==> src/rtl/uart_rx_ctrl_if.sv <==
// Consumer-side stream bundle for uart_rx_ctrl.
//   m_data  : head word of the receive buffer
//   m_last  : head word closes a frame
//   m_valid : head word present
//   m_ready : consumer accepts the head word
// master = buffer side (drives data/last/valid), slave = consumer side.
interface uart_rx_ctrl_if #(
  parameter int WIDTH = 8
);
  logic [WIDTH-1:0] m_data;
  logic             m_last;
  logic             m_valid;
  logic             m_ready;

  modport master (output m_data, output m_last, output m_valid, input m_ready);
  modport slave  (input m_data, input m_last, input m_valid, output m_ready);
endinterface

==> src/rtl/uart_rx_ctrl.sv <==
// Receive-side buffer between a UART receiver and a stream consumer.
// Words are captured on rising edges of rx_ready, queued in a circular
// buffer, and a frame is closed after IDLE_BITS bit-times of line silence
// by flagging the newest buffered word as last (or, if it already left,
// by a one-cycle frame_gap pulse).
//   clock          : sole clock, rising edge
//   reset          : synchronous, active-high
//   rx_data        : word from the receiver
//   rx_ready       : receiver word-valid level (held several cycles)
//   rx_can_receive : registered permit for the receiver's next word
//   m_if           : head-of-buffer stream (data/last/valid out, ready in)
//   frame_gap      : frame ended after its last word was already consumed
//   level          : words currently buffered
//   overrun_count  : dropped words, saturating at 255
module uart_rx_ctrl #(
  parameter int WIDTH      = 8,
  parameter int DEPTH      = 8,
  parameter int CLOCK_FREQ = 50_000_000,
  parameter int BAUD_RATE  = 115200,
  parameter int IDLE_BITS  = 16
) (
  input  logic                     clock,
  input  logic                     reset,
  input  logic [WIDTH-1:0]         rx_data,
  input  logic                     rx_ready,
  output logic                     rx_can_receive,
  uart_rx_ctrl_if.master           m_if,
  output logic                     frame_gap,
  output logic [$clog2(DEPTH):0]   level,
  output logic [7:0]               overrun_count
);

  localparam int AW            = $clog2(DEPTH);
  localparam int LW            = AW + 1;
  localparam int TICKS_PER_BIT = CLOCK_FREQ / BAUD_RATE;
  localparam int IDLE_TICKS    = IDLE_BITS * TICKS_PER_BIT;
  localparam int TW            = $clog2(IDLE_TICKS) + 1;

  localparam logic [AW-1:0] PTR_ONE    = AW'(1);
  localparam logic [LW-1:0] LVL_ONE    = LW'(1);
  localparam logic [LW-1:0] LVL_FULL   = LW'(DEPTH);
  localparam logic [LW-1:0] LVL_PERMIT = LW'(DEPTH - 2);
  localparam logic [TW-1:0] TMR_LAST   = TW'(IDLE_TICKS - 1);

  logic             rx_ready_q;
  logic             rx_seen_low;
  logic             push_pend;
  logic [WIDTH-1:0] push_data;

  logic [WIDTH-1:0] mem_data [DEPTH];
  logic [DEPTH-1:0] mem_last;
  logic [AW-1:0]    wr_ptr;
  logic [AW-1:0]    rd_ptr;
  logic [LW-1:0]    level_next;

  logic [TW-1:0]    timer;
  logic             armed;

  logic             pop;
  logic             push_ok;
  logic             timeout;
  logic             tail_popping;
  logic             mark_last;

  assign m_if.m_valid = (level != '0);
  assign m_if.m_data  = mem_data[rd_ptr];
  assign m_if.m_last  = mem_last[rd_ptr];

  assign pop     = m_if.m_valid && m_if.m_ready;
  assign push_ok = push_pend && ((level != LVL_FULL) || pop);

  // A pending word suppresses the timeout: the word restarts the timer instead.
  assign timeout = armed && !push_pend && (timer == TMR_LAST);

  // In a FIFO the newest word sits at wr_ptr-1 and is buffered whenever the
  // buffer is non-empty; it is leaving this cycle only if it is the sole entry.
  assign tail_popping = pop && (level == LVL_ONE);
  assign mark_last    = timeout && (level != '0) && !tail_popping;

  always_comb begin
    level_next = level;
    if (push_ok && !pop)
      level_next = level + LVL_ONE;
    else if (!push_ok && pop)
      level_next = level - LVL_ONE;
  end

  // Payload storage needs no reset; only valid entries are ever presented.
  always_ff @(posedge clock) begin
    push_data <= rx_data;
    if (!reset && push_ok)
      mem_data[wr_ptr] <= push_data;
  end

  always_ff @(posedge clock) begin
    if (reset) begin
      rx_ready_q     <= 1'b0;
      rx_seen_low    <= 1'b0;
      push_pend      <= 1'b0;
      mem_last       <= '0;
      wr_ptr         <= '0;
      rd_ptr         <= '0;
      level          <= '0;
      rx_can_receive <= 1'b1;
      overrun_count  <= '0;
      timer          <= '0;
      armed          <= 1'b0;
      frame_gap      <= 1'b0;
    end else begin
      rx_ready_q <= rx_ready;
      // The edge register clears on reset, so a level still high afterwards
      // would look like an edge; require a low sample before the first edge.
      if (!rx_ready)
        rx_seen_low <= 1'b1;
      push_pend <= rx_ready && !rx_ready_q && rx_seen_low;

      if (push_ok) begin
        mem_last[wr_ptr] <= 1'b0;
        wr_ptr           <= wr_ptr + PTR_ONE;
      end
      if (mark_last)
        mem_last[wr_ptr - PTR_ONE] <= 1'b1;
      if (pop)
        rd_ptr <= rd_ptr + PTR_ONE;

      level          <= level_next;
      rx_can_receive <= (level_next <= LVL_PERMIT);

      if (push_pend && !push_ok && (overrun_count != 8'hFF))
        overrun_count <= overrun_count + 8'd1;

      // Dropped words still count as line activity.
      if (push_pend) begin
        timer <= '0;
        armed <= 1'b1;
      end else if (timeout) begin
        timer <= '0;
        armed <= 1'b0;
      end else if (armed) begin
        timer <= timer + TW'(1);
      end

      frame_gap <= timeout && !mark_last;
    end
  end

endmodule

==> src/flat_wrapper.sv <==
// flat-port wrapper written by rule: the top's interface ports become plain ports
module uart_rx_ctrl_flat 
#(
  parameter int WIDTH      = 8,
  parameter int DEPTH      = 8,
  parameter int CLOCK_FREQ = 50_000_000,
  parameter int BAUD_RATE  = 115200,
  parameter int IDLE_BITS  = 16
)
  (clock, reset, rx_data, rx_ready, rx_can_receive, frame_gap, level, overrun_count, m_if_m_data, m_if_m_last, m_if_m_valid, m_if_m_ready);
  uart_rx_ctrl_if #(.WIDTH(WIDTH)) m_if_i ();
  input  logic clock;
  input  logic reset;
  input  logic [WIDTH-1:0] rx_data;
  input  logic rx_ready;
  output logic rx_can_receive;
  output logic frame_gap;
  output logic [$clog2(DEPTH):0] level;
  output logic [7:0] overrun_count;
  output wire logic [$bits(m_if_i.m_data)-1:0] m_if_m_data;
  output wire logic [$bits(m_if_i.m_last)-1:0] m_if_m_last;
  output wire logic [$bits(m_if_i.m_valid)-1:0] m_if_m_valid;
  input wire logic [$bits(m_if_i.m_ready)-1:0] m_if_m_ready;
  assign m_if_m_data = m_if_i.m_data;
  assign m_if_m_last = m_if_i.m_last;
  assign m_if_m_valid = m_if_i.m_valid;
  assign m_if_i.m_ready = m_if_m_ready;
  uart_rx_ctrl #(.WIDTH(WIDTH), .DEPTH(DEPTH), .CLOCK_FREQ(CLOCK_FREQ), .BAUD_RATE(BAUD_RATE), .IDLE_BITS(IDLE_BITS)) u_core (.clock(clock), .reset(reset), .rx_data(rx_data), .rx_ready(rx_ready), .rx_can_receive(rx_can_receive), .m_if(m_if_i), .frame_gap(frame_gap), .level(level), .overrun_count(overrun_count));
endmodule
==> config.mk <==
export PLATFORM = sky130hd
export DESIGN_NAME = uart_rx_ctrl_flat
export DESIGN_NICKNAME = d
export VERILOG_FILES = /design/src/rtl/uart_rx_ctrl_if.sv /design/src/rtl/uart_rx_ctrl.sv /design/src/flat_wrapper.sv
export SDC_FILE = /design/constraint.sdc
export NUM_CORES = 1
export LEC_CHECK = 0
export BUFFER_PORTS_ARGS = -buffer_cell sky130_fd_sc_hd__buf_2
export CORE_ASPECT_RATIO = 0.6
export CORE_UTILIZATION = 45
export DETAILED_ROUTE_END_ITERATION = 6
export GPL_TIMING_DRIVEN = 0
export PLACE_DENSITY = 0.64
export SKIP_CTS_REPAIR_TIMING = 1
export SYNTH_ARGS = -nofsm -noshare
export SYNTH_HDL_FRONTEND = slang
export SYNTH_SLANG_ARGS = --single-unit
export TNS_END_PERCENT = 10
==> constraint.sdc <==
create_clock -name clock -period 4.6 [get_ports clock]
set_input_delay 0.23 -clock clock [delete_from_list [all_inputs] [get_ports clock]]
set_output_delay 0.23 -clock clock [all_outputs]
set_load 0.02 [all_outputs]
==> results of run 1 <==
-- flip-flops by register name (all words and copies together), names as in the netlist, named ones only --
register and cells:
u_core.mem_data 64, u_core.timer 14, u_core.mem_last 8, u_core.overrun_count 8, u_core.push_data 8, u_core.level 4, u_core.rd_ptr 3, u_core.wr_ptr 3
u_core.armed 1, u_core.frame_gap 1, u_core.push_pend 1, u_core.rx_can_receive 1, u_core.rx_ready_q 1, u_core.rx_seen_low 1
-- routing by layer --
| layer | vias to the layer above | part of all wire | track usage | wire [microns] |
|---|---|---|---|---|
| li1 | 1465 | - | - | - |
| met1 | 1490 | 0.50 | 0.255 | 4720 |
| met2 | 72 | 0.43 | 0.254 | 4020 |
| met3 | 15 | 0.055 | 0.0577 | 514 |
| met4 | 0 | 0.016 | 0.0800 | 152 |
| met5 | - | 0 | 0 | 0 |
-- stage by stage --
step                       util  setup slack (ns)
after floorplan               -              1.98
after detailed placement  0.497              1.46
after global placement    0.496              1.38
after CTS                 0.557              1.43
final                     0.565              1.68
after global routing      0.565              1.53
-- cell families (layout without fill, tap and decap cells) --
group	count (synthesis)	in the layout	share of synthesized area
DFF	121	121	0.626
muxes	32	32	0.114
AOI/OAI and AO/OA	35	35	0.0434
buffers and inverters	27	102	0.0319
and+or+nand+nor	118	118	0.120
xor gates and xnor gates	25	25	0.0447
adders and majority gates	8	8	0.0204
-- worst min path at each step --
stage | endpoint | cells past startpoint
final | u_core.rx_seen_low | 2
after global routing | u_core.rx_seen_low | 2
after CTS | u_core.push_data[6] | 1
after detailed placement | u_core.push_data[6] | 1
after global placement | u_core.push_data[4] | 1
after floorplan | u_core.push_data[0] | 0
-- power by group through the flow --
stage | Sequential [W] | Clock [W] | Combinational [W]
final | 0.00120 | 0.00139 | 0.000429
after global routing | 0.00121 | 0.00146 | 0.000471
after CTS | 0.00120 | 0.00141 | 0.000424
after detailed placement | 0.00122 | 0 | 0.000422
after global placement | 0.00122 | 0 | 0.000417
after floorplan | 0.00123 | 0 | 0.000311
-- final cells by class --
class	instances	share of cell area
plain buffers	19	0.0212
inverters	8	0.00504
repair buffers	43	0.0432
clock inverters	15	0.0334
clock buffers	17	0.0714
flip-flops and latches	121	0.514
well taps	139	0.0292
multi-input cells	218	0.283
-- layout by cell type, fill, tap and decap left out, drive strengths merged, types with 10 or more instances in the layout --
cell type   n
a21oi      16
xnor2      13
edfxtp     64
clkbuf     25
mux2       10
dfxtp      57
buf        45
xor2       12
nand2      21
o21ai      12
mux4       18
nor2       39
nand3      11
inv        10
==> flow_metrics.env, run 1 <==
export IMPL_status="complete, no violations"
export IMPL_rr_endpoint="u_core.mem_data[2][4]"
export IMPL_hp_start="rx_ready"
export IMPL_htreeDepth=4
export IMPL_coreArea_sq_um=10600
export IMPL_ys_top_cells_by_count="edfxtp_1, dfxtp_1, nor2_1"
export IMPL_crit_cells=7
export IMPL_syn_nets=386
export IMPL_finalWirelength_microns=9410
export IMPL_r2r_slack_ns=1.68
export IMPL_report_final_setup_viol=0
export IMPL_netlist_area_sq_um=4900
export IMPL_fin_area_sq_um=5960
export IMPL_async_flop_share=0
export IMPL_synth_warnings=0
export IMPL_antenna_found_initial=0
export IMPL_numClockSinks=121
export IMPL_path_cells="inv_1 -> ha_1 -> and4bb_2 -> nand2b_1 -> or3_1 -> nor3_1 -> buf_4"
export IMPL_cp_start_kind="flop"
export IMPL_wl_per_cell_microns=16.2
export IMPL_synth_top_area_share=0.393
export IMPL_crit_end="u_core.mem_data[2][4]"
export IMPL_reg2reg_depth=7
export IMPL_area_delta_synth_final_pct=21.8
export IMPL_hp_class="input pin to flop"
export IMPL_tightest_slew_ns=0.957
export IMPL_p_sw_frac=0.247
export IMPL_comb_power_share=0.142
export IMPL_yosysMostFrequentCell="edfxtp_1"
export IMPL_crit_slowest_cell="nor3_1"
export IMPL_nFillCells=844
export IMPL_yosys_top_cells_area="edfxtp_1, dfxtp_1, mux4_2"
export IMPL_drt_iter0_markers=161
export IMPL_start_util=0.464
export IMPL_min_period_ns=2.92
export IMPL_die_h_microns=82.8
export IMPL_drv_slew=0
export IMPL_first_pass_iters=4
export IMPL_whs_ns=0.0579
export IMPL_synth_edf_count=64
export IMPL_tns_ns=0
export IMPL_cts_root_buf="clkbuf_16"
export IMPL_seq_power_share=0.398
export IMPL_slowest_delay_ns=0.65
export IMPL_rows=29
export IMPL_multi_input_area_sq_um=1690
export IMPL_avgSynthCellArea_sq_um=13.4
export IMPL_cts_buffers_inserted=17
export IMPL_grt_max_degree=17
export IMPL_post_place_cells=540
export IMPL_path_clk_slew_ns=0.05
export IMPL_hpwl_microns=6200
export IMPL_die_area_sq_um=11300
export IMPL_intPower_w=0.00227
export IMPL_grt_usage=0.181
export IMPL_power_share_clock=0.460
export IMPL_portBuffers=33
export IMPL_finalHoldViolCount=0
export IMPL_period_share=0.635
export IMPL_seq_area_sq_um=3060
export IMPL_synth_seq_cells=121
export IMPL_critPathKind="flop to flop"
export IMPL_synthCells=366
export IMPL_clk_latency_ns=0.41
export IMPL_switching_power_w=0.000746
export IMPL_synthFlopType="edfxtp_1"
export IMPL_diodes=0
export IMPL_worstPathMaxFanout=7
export IMPL_power_total_w=0.00302
export IMPL_p_per_area_nw_per_um2=506
export IMPL_yosysSeqAreaShare=0.626
export IMPL_synth_cell_types=45
export IMPL_skew_ns=0.00772
export IMPL_synth_area_leader_cell="edfxtp_1"
export IMPL_drive_gt1_frac=0.259
export IMPL_post_dp_cell_area_sq_um=5250
export IMPL_drtAntennaViolNets=0
export IMPL_vias_per_cell=5.24
export IMPL_finalNetCount=448
export IMPL_rsz0062_at_grt="no"
export IMPL_cp_required_ns=4.72
export IMPL_relSlewSlack=0.360
export IMPL_drcViolationCount=0
export IMPL_maxCapViolCount=0
export IMPL_dieWidth_microns=137
export IMPL_cts_tree="done"
export IMPL_place_gp_congestion=0.802
export IMPL_cp_arrival_ns=3.04
export IMPL_num_io_pins=36
export IMPL_clockBufferDepth=2
export IMPL_crit_start="u_core.level[0]"
export IMPL_critical_path_top_delay_family="simple AND/OR/NAND/NOR gates"
export IMPL_num_vias=3042
export IMPL_first_global_vias=2835
export IMPL_grt_pass1_wl_microns=14600
export IMPL_p_leak_nw=2.13
export IMPL_path_buf_inv=2
export IMPL_crit_path_end_kind="flop"
export IMPL_max_freq_ghz=0.343
export IMPL_globalRouteOverflowTotal=0
export IMPL_ir_drop_uv=311
export IMPL_r2r_start="u_core.level[0]"
export IMPL_instances_no_fill=580
Power figures use the tool's default switching activity.
==> run 2, diff against run 1 <==
--- a/config.mk
+++ b/config.mk
@@ -10,7 +10,7 @@
 export CORE_UTILIZATION = 45
 export DETAILED_ROUTE_END_ITERATION = 6
 export GPL_TIMING_DRIVEN = 0
-export PLACE_DENSITY = 0.64
+export PLACE_DENSITY = 0.67
 export SKIP_CTS_REPAIR_TIMING = 1
 export SYNTH_ARGS = -nofsm -noshare
 export SYNTH_HDL_FRONTEND = slang
==> constraint.sdc (replaced) <==
create_clock -name clock -period 2.5 [get_ports clock]
set_input_delay 0.125 -clock clock [delete_from_list [all_inputs] [get_ports clock]]
set_output_delay 0.125 -clock clock [all_outputs]
set_load 0.02 [all_outputs]
==> flow_metrics.env, run 2 (synthesis gave the netlist of run 1 again) <==
export IMPL_num_io_pins=36
export IMPL_worstPathMaxFanout=7
export IMPL_die_h_microns=82.8
export IMPL_path_clk_slew_ns=0.05
export IMPL_crit_path_end_kind="flop"
export IMPL_first_pass_iters=4
export IMPL_cp_required_ns=2.62
export IMPL_diodes=0
export IMPL_max_freq_ghz=0.407
export IMPL_hpwl_microns=6340
export IMPL_top_regs="u_core.mem_data: 64 flops, u_core.timer: 14 flops"
export IMPL_relSlewSlack=0.492
export IMPL_report_final_setup_viol=0
export IMPL_numClockSinks=121
export IMPL_cts_tree="done"
export IMPL_drtAntennaViolNets=0
export IMPL_hp_class="input pin to flop"
export IMPL_place_ws_ns=-0.636
export IMPL_rows=29
export IMPL_start_util=0.464
export IMPL_cp_arrival_ns=2.58
export IMPL_wl_per_cell_microns=16.5
export IMPL_period_share=0.984
export IMPL_final_common_cell="edfxtp_1"
export IMPL_grt_usage=0.183
export IMPL_cts_root_buf="clkbuf_16"
export IMPL_finalWirelength_microns=9660
export IMPL_dieWidth_microns=137
export IMPL_clockBufferDepth=2
export IMPL_largest_register="u_core.mem_data"
export IMPL_hold_depth=4
export IMPL_critPathKind="flop to flop"
export IMPL_ir_drop_uv=496
export IMPL_place_gp_congestion=0.796
export IMPL_p_leak_nw=2.16
export IMPL_grt_pass1_wl_microns=14700
export IMPL_reg2reg_depth=7
export IMPL_drive_gt1_frac=0.276
export IMPL_first_global_vias=2785
export IMPL_clk_latency_ns=0.41
export IMPL_finalHoldViolCount=0
export IMPL_coreArea_sq_um=10600
export IMPL_cp_start_kind="flop"
export IMPL_cts_buffers_inserted=17
export IMPL_largest_reg_flops=64
export IMPL_finalNetCount=453
export IMPL_fin_ws_ns=0.0400
export IMPL_drcViolationCount=0
export IMPL_drv_slew=0
export IMPL_portBuffers=33
export IMPL_antenna_found_initial=0
export IMPL_min_period_ns=2.46
export IMPL_die_area_sq_um=11300
export IMPL_status="complete, no violations"
export IMPL_vias_per_cell=5.27
export IMPL_grt_max_degree=17
export IMPL_htreeDepth=4
export IMPL_area_delta_synth_final_pct=24.8
export IMPL_p_per_area_nw_per_um2=896
export IMPL_maxCapViolCount=0
export IMPL_final_cell_mix="edfxtp_1, dfxtp_1, buf_2, nor2_1, nand2_1"
export IMPL_skew_ns=0.00493
export IMPL_globalRouteOverflowTotal=0
export IMPL_tightest_slew_ns=0.762
export IMPL_drt_iter0_markers=162
export IMPL_num_vias=3082
export IMPL_finish_utilization=0.579
run 2: final cells by class:
| cell class | instances | area (sq um) |
|---|---|---|
| plain buffers | 19 | 134 |
| clock buffers | 21 | 440 |
| clock inverters | 11 | 153 |
| fillers | 814 | 4450 |
| inverters | 8 | 30.0 |
| multi-input cells | 218 | 1760 |
| flip-flops and latches | 121 | 3060 |
| well taps | 139 | 174 |
| repair buffers | 48 | 350 |
run 2: power breakdown:
part / switching (W) / internal [W] / total, W
sequential: 0.0000713 / 0.00215 / 0.00222
combinational: 0.000421 / 0.000374 / 0.000795
clock: 0.000816 / 0.00165 / 0.00246
total: 0.00131 / 0.00417 / 0.00548
run 2: per-layer routing:
layer / up-vias / global-route usage / part of all wire / routed length, microns
met5: - / 0 / 0 / 0
met4: 0 / 0.0633 / 0.0099 / 96
met3: 10 / 0.0716 / 0.052 / 499
met2: 76 / 0.250 / 0.43 / 4170
met1: 1521 / 0.262 / 0.51 / 4900
li1: 1475 / - / - / -
run 2: worst max-delay path, stage by stage, from the launching register on:
cell,delay [ns]
dfxtp_1,0.43
inv_1,0.09
ha_1,0.26
and4bb_2,0.29
nand2b_1,0.17
or3_1,0.45
nor3_4,0.26
buf_4,0.20
run 2: worst paths after layout:
kind                     startpoint                     to  slack (ns)
setup / recovery    u_core.level[1]  u_core.mem_data[0][6]        0.04
hold / removal         m_if_m_ready  u_core.rx_can_receive        0.27
setup reg to reg    u_core.level[1]  u_core.mem_data[0][6]        0.04
hold reg to reg   u_core.rx_ready_q       u_core.push_pend        0.39
run 2: stage by stage:
step / hold WS [ns] / std cells / instance area, sq um / total power (W) / setup TNS [ns]
floorplan: 0.153 / 366 / 4900 / 0.00283 / -2.69
global placement: 0.227 / 538 / 5240 / 0.00301 / -29.23
detailed placement: 0.229 / 538 / 5250 / 0.00303 / -23.67
CTS: -0.196 / 570 / 5840 / 0.00549 / -26.11
global route: 0.294 / 585 / 6110 / 0.00570 / -0.553
finish: 0.268 / 585 / 6110 / 0.00548 / 0
